`config.mk`:
```
export PLATFORM = sky130hd
export DESIGN_NAME = mem_access_unit
export DESIGN_NICKNAME = d
export VERILOG_FILES = /design/src/rtl/mem_access_unit.sv
export SDC_FILE = /design/constraint.sdc
export NUM_CORES = 1
export LEC_CHECK = 0
export ABC_AREA = 1
export BUFFER_PORTS_ARGS = -buffer_cell sky130_fd_sc_hd__buf_2
export CAP_MARGIN = 40
export CORE_MARGIN = 4
export CORE_UTILIZATION = 55
export DETAILED_ROUTE_END_ITERATION = 8
export GPL_TIMING_DRIVEN = 0
export PLACE_DENSITY = 0.86
export SYNTH_ARGS = -nofsm -noshare
export SYNTH_HDL_FRONTEND = slang
export SYNTH_SLANG_ARGS = --single-unit
export TNS_END_PERCENT = 1
```
`constraint.sdc`:
```
create_clock -name clk -period 10.3 [get_ports clk]
set_input_delay 0 -clock clk [delete_from_list [all_inputs] [get_ports clk]]
set_output_delay 0 -clock clk [all_outputs]
set_load 0.02 [all_outputs]
```
`src/rtl/mem_access_unit.sv`:
```
// Byte-serial load/store unit: splits LB/LH/LW/SB/SH/SW into byte transfers on an 8-bit memory port
// and returns the sign/zero-extended load result with a one-cycle done pulse.
module mem_access_unit (
   input  logic        clk,
   input  logic        rst,
   input  logic        req,
   input  logic        mem_write,
   input  logic        mem_to_reg,
   input  logic [2:0]  load_type,
   input  logic [1:0]  store_type,
   input  logic [31:0] addr,
   input  logic [31:0] wdata,
   output logic        busy,
   output logic        done,
   output logic [31:0] rdata,
   output logic        err,
   output logic        mem_req,
   output logic        mem_we,
   output logic [31:0] mem_addr,
   output logic [7:0]  mem_wdata,
   input  logic        mem_ack,
   input  logic [7:0]  mem_rdata
);

   typedef enum logic [1:0] {S_IDLE, S_ACCESS, S_DONE} state_t;

   state_t      r_state;
   state_t      w_state_next;

   logic        r_store;
   logic [2:0]  r_load_type;
   logic [31:0] r_addr;
   logic [31:0] r_wdata;
   logic [2:0]  r_idx;
   logic [2:0]  r_last_idx;
   logic [31:0] r_asm;
   logic [31:0] r_rdata;
   logic        r_err;

   logic        w_is_store;
   logic        w_is_load;
   logic        w_bad;
   logic        w_skip;
   logic [2:0]  w_nbytes;
   logic        w_accept;
   logic        w_xfer;
   logic        w_last;
   logic [31:0] w_asm_next;
   logic [31:0] w_load_ext;
   logic [7:0]  w_wbytes [4];

   assign w_is_store = mem_write;
   assign w_is_load  = ~mem_write & mem_to_reg;

   // Request decode: byte count plus misaligned/illegal detection.
   always_comb begin
      w_nbytes = 3'd1;
      w_bad    = 1'b0;
      if (w_is_store) begin
         case (store_type)
            2'd0:    w_nbytes = 3'd1;
            2'd1:    begin w_nbytes = 3'd2; w_bad = addr[0];      end
            2'd2:    begin w_nbytes = 3'd4; w_bad = |addr[1:0];   end
            default: w_bad = 1'b1;
         endcase
      end else if (w_is_load) begin
         case (load_type)
            3'd0, 3'd1: w_nbytes = 3'd1;
            3'd2, 3'd3: begin w_nbytes = 3'd2; w_bad = addr[0];    end
            3'd4:       begin w_nbytes = 3'd4; w_bad = |addr[1:0]; end
            default:    w_bad = 1'b1;
         endcase
      end
   end

   assign w_skip   = w_bad | ~(w_is_store | w_is_load);
   assign w_accept = (r_state == S_IDLE) & req;
   assign w_xfer   = (r_state == S_ACCESS) & mem_ack;
   assign w_last   = (r_idx == r_last_idx);

   genvar gi;
   generate
      for (gi = 0; gi < 4; gi++) begin : g_bytes
         assign w_wbytes[gi]            = r_wdata[gi*8 +: 8];
         assign w_asm_next[gi*8 +: 8]   = (r_idx[1:0] == 2'(gi)) ? mem_rdata : r_asm[gi*8 +: 8];
      end
   endgenerate

   always_comb begin
      case (r_load_type)
         3'd0:    w_load_ext = {{24{w_asm_next[7]}}, w_asm_next[7:0]};
         3'd1:    w_load_ext = {24'd0, w_asm_next[7:0]};
         3'd2:    w_load_ext = {{16{w_asm_next[15]}}, w_asm_next[15:0]};
         3'd3:    w_load_ext = {16'd0, w_asm_next[15:0]};
         default: w_load_ext = w_asm_next;
      endcase
   end

   always_ff @(posedge clk or posedge rst) begin
      if (rst) r_state <= S_IDLE;
      else     r_state <= w_state_next;
   end

   always_comb begin
      w_state_next = r_state;
      case (r_state)
         S_IDLE:   if (req) w_state_next = w_skip ? S_DONE : S_ACCESS;
         S_ACCESS: if (mem_ack && w_last) w_state_next = S_DONE;
         S_DONE:   w_state_next = S_IDLE;
         default:  w_state_next = S_IDLE;
      endcase
   end

   always_ff @(posedge clk or posedge rst) begin
      if (rst) begin
         r_store     <= 1'b0;
         r_load_type <= 3'd0;
         r_addr      <= 32'd0;
         r_wdata     <= 32'd0;
         r_idx       <= 3'd0;
         r_last_idx  <= 3'd0;
         r_asm       <= 32'd0;
         r_rdata     <= 32'd0;
         r_err       <= 1'b0;
      end else begin
         if (w_accept) begin
            r_store     <= w_is_store;
            r_load_type <= load_type;
            r_addr      <= addr;
            r_wdata     <= wdata;
            r_idx       <= 3'd0;
            r_last_idx  <= w_nbytes - 3'd1;
            r_asm       <= 32'd0;
            r_err       <= w_bad;
         end
         if (w_xfer) begin
            r_idx <= r_idx + 3'd1;
            if (!r_store) begin
               r_asm <= w_asm_next;
               // Final load byte: publish the extended result as DONE is entered.
               if (w_last) r_rdata <= w_load_ext;
            end
         end
      end
   end

   always_comb begin
      busy      = (r_state != S_IDLE);
      done      = (r_state == S_DONE);
      err       = (r_state == S_DONE) & r_err;
      mem_req   = (r_state == S_ACCESS);
      mem_we    = (r_state == S_ACCESS) & r_store;
      mem_addr  = 32'd0;
      mem_wdata = 8'd0;
      if (r_state == S_ACCESS) begin
         mem_addr = r_addr + {29'd0, r_idx};
         if (r_store) mem_wdata = w_wbytes[r_idx[1:0]];
      end
   end

   assign rdata = r_rdata;

endmodule

```
==> impl_metrics.json <==
{
  "run_status": "complete, no violations",
  "grt_max_degree": 78,
  "nets": 1381,
  "hold_buffers": 71,
  "grt-ovfl-total": 0,
  "fin_cells": 1473,
  "rsz0062_at_grt": "no",
  "die_area_um2": 15480,
  "layout-drive-gt1-share_pct": 17.50,
  "wl_per_cell_um": 16.16,
  "slowest_delay_ns": 0.47,
  "ys_types": 35,
  "rows": 42,
  "fin_setup_tns_ns": 0,
  "grt_pass1_vias": 7947,
  "placedCellCount": 1370,
  "synth_ff_type": "dfrtp_1",
  "route.final.wire_length_mm": 23.80,
  "combPwrFrac_pct": 41.5,
  "fin_crit_sh_pct": 26.98,
  "dr.pass1.iters": 7,
  "critical_path_arrival_ns": 3.12,
  "dp_hpwl_mm": 15.56,
  "clkPwrFrac_pct": 23.5,
  "syn_to_final_growth_pct": 31.88,
  "cts_buffer_depth": 2,
  "setup_viol": 0,
  "crit_path_end_kind": "flip-flop",
  "internal_power_mw": 1.530,
  "worstMarginPinSlew_ns": 0.6230,
  "clock-sinks": 141,
  "vias": 8019,
  "numPortBuffers": 159,
  "ys.warnings.count": 0,
  "syn-num-nets": 1131,
  "clk_pin_slew_ns": 0.06,
  "ctsResizeCount": 0,
  "cts_buffers": 17,
  "layout_commonest_cell": "nand2_1",
  "synth-seq-cells": 141,
  "seq_area_frac_synth_pct": 47.35,
  "drc_errors": 0,
  "fin_util_pct": 74.22,
  "root_buffer": "clkbuf_16",
  "final_cell_mix": "nand2_1 (384), buf_2 (178), dfrtp_1 (141)",
  "hold_viol": 0,
  "drtAntennaViolNets": 0,
  "path_buf_inv": 4,
  "coreArea_um2": 13240,
  "slew_viol_final": 0,
  "fin_crit_ns": 2.779,
  "pre_cts_slack_ns": 7.546,
  "cts_setup_buffers": 0,
  "crit_path_cell_trace": "buf_2 > clkinv_1 > ha_1 > inv_1 > nand2_1 > nand2_1 > nand3b_1 > nand2_2 > buf_2 > nor2_1 > o21ai_1",
  "fillCellCount": 995,
  "synth_area_um2": 7452,
  "diodes": 0,
  "drtIter0Drc": 797,
  "crit_family": "buffers and inverters",
  "p_switching_mw": 1.186,
  "die_w_um": 124.4,
  "worstSetupPathType": "reg -> reg",
  "max_freq_mhz": 359.8,
  "syn_avg_cell_area_um2": 7.207,
  "critPathRequiredTime_ns": 10.65,
  "grt_first_pass_wirelength_mm": 38.73,
  "postSynthCellCount": 1034,
  "grt_usage_pct": 30.82,
  "htree_levels": 4,
  "boundaryPins": 160,
  "p_leak_nw": 5.042,
  "seqPwrFrac_pct": 34.9,
  "globalplace.congestion": 0.9288,
  "setup_ws_ns": 7.521,
  "placed_cell_area_um2": 8501,
  "dieHeight_um": 124.4,
  "crit_slowest_cell": "dfrtp_1",
  "path_max_fanout": 11,
  "drv_cap": 0,
  "power_density_nw_per_um2": 276.4,
  "hold_class": "in -> reg",
  "via_per_inst": 5.444,
  "initial_core_util_pct": 56.27,
  "finalClockSkew_ns": 0.006282,
  "antenna_found_initial": 1,
  "synth_edf_count": 0,
  "start_kind": "flip-flop",
  "worst_skew_pair.late_latency_ns": 0.43,
  "async_reset_ff_share_pct": 100.0,
  "final_area_um2": 9828,
  "peakVddDrop_uv": 174.0,
  "cts_tree": "yes",
  "swShare_pct": 43.67,
  "relSlewSlack_pct": 58.47
}
final cells by class:
| class | count | area (µm²) | share of cell area [%] |
|---|---|---|---|
| flip-flops and latches | 141 | 3528 | 35.90 |
| multi-input cells | 774 | 3442 | 35.02 |
| repair buffers | 231 | 1534 | 15.61 |
| clock buffers | 25 | 515.5 | 5.245 |
| inverters | 77 | 294.0 | 2.992 |
| well taps | 176 | 220.2 | 2.241 |
| plain buffers | 42 | 192.7 | 1.961 |
| clock inverters | 7 | 101.3 | 1.031 |
tightest hold or removal path, cell delays in order:
cell	delay (ns)
buf_2	0.13
inv_1	0.08
nand2_1	0.05
o21ai_0	0.09
o21ai_0	0.08
sequential cells by signal, summed over array words and instances, names as in the netlist:
register     count
r_err            1
r_wdata         32
rdata           32
r_state          2
r_idx            3
r_asm           32
r_addr          32
r_store          1
r_load_type      3
r_last_idx       3
cells by family (layout without fill, tap and decap cells):
family / after synthesis / count (layout) / synth area share (%)
AO/OA/AOI/OAI: 184 / 184 / 12.54
AND/OR/NAND/NOR: 571 / 571 / 30.61
XOR/XNOR: 5 / 5 / 0.5876
buffers and inverters: 119 / 382 / 6.464
flip-flops: 141 / 141 / 47.35
adder cells (fa/ha/maj): 14 / 14 / 2.451
path summary, 6_finish.rpt:
| check | end | slack (ns) | depth (start not counted) | start |
|---|---|---|---|---|
| worst max register to register | rdata[19] | 7.52 | 11 | r_idx[1] |
| worst max-delay path | rdata[19] | 7.52 | 11 | r_idx[1] |
| worst min register to register | rdata[0] | 0.47 | 2 | rdata[0] |
| max in group asynchronous | rdata[16] | 9.28 | 4 | rst |
| min in group asynchronous | rdata[2] | 0.22 | 3 | rst |
| worst min-delay path | r_asm[31] | 0.04 | 5 | mem_rdata[7] |
synthesized netlist by cell type (2+ instances only):
cell      instances  share of area [%]
or2_2             2               0.17
nor2_1          125                6.3
nor2_4            2               0.30
nand2_1         384                 19
clkbuf_1         19               0.96
inv_1            70                3.5
inv_2             5               0.25
o21ai_1          26                1.7
xnor2_1           4               0.47
o21ai_0         121                8.1
ha_1             13                2.2
buf_2            19                1.3
nor3_1            3               0.20
buf_1             2               0.10
dfrtp_1         141                 47
a21oi_1          32                2.1
clkinv_1          2               0.10
nand3_1          47                3.2
through the flow:
step	power, mW	hold slack, ns
after global placement	1.979	0.1964
after detailed placement	2.013	0.1318
final	2.717	0.04114
after floorplan	1.660	0.1096
after global routing	2.897	0.06375
after CTS	2.684	0.02389
power by group through the flow:
| stage | Clock (mW) | Combinational, mW | Sequential (mW) |
|---|---|---|---|
| after global routing | 0.664 | 1.26 | 0.974 |
| after floorplan | 0 | 0.707 | 0.953 |
| after global placement | 0 | 1.04 | 0.935 |
| after detailed placement | 0 | 1.07 | 0.943 |
| final | 0.639 | 1.13 | 0.949 |
| after CTS | 0.640 | 1.10 | 0.940 |
layer usage:
layer,global-route usage (%),up-vias,part of all wire [%]
met4,13.22,2,3.5
li1,-,3779,-
met1,38.28,3697,40
met2,51.65,452,48
met5,0,-,0.034
met3,7.075,89,8.5
(Power assumes the default switching activity.)
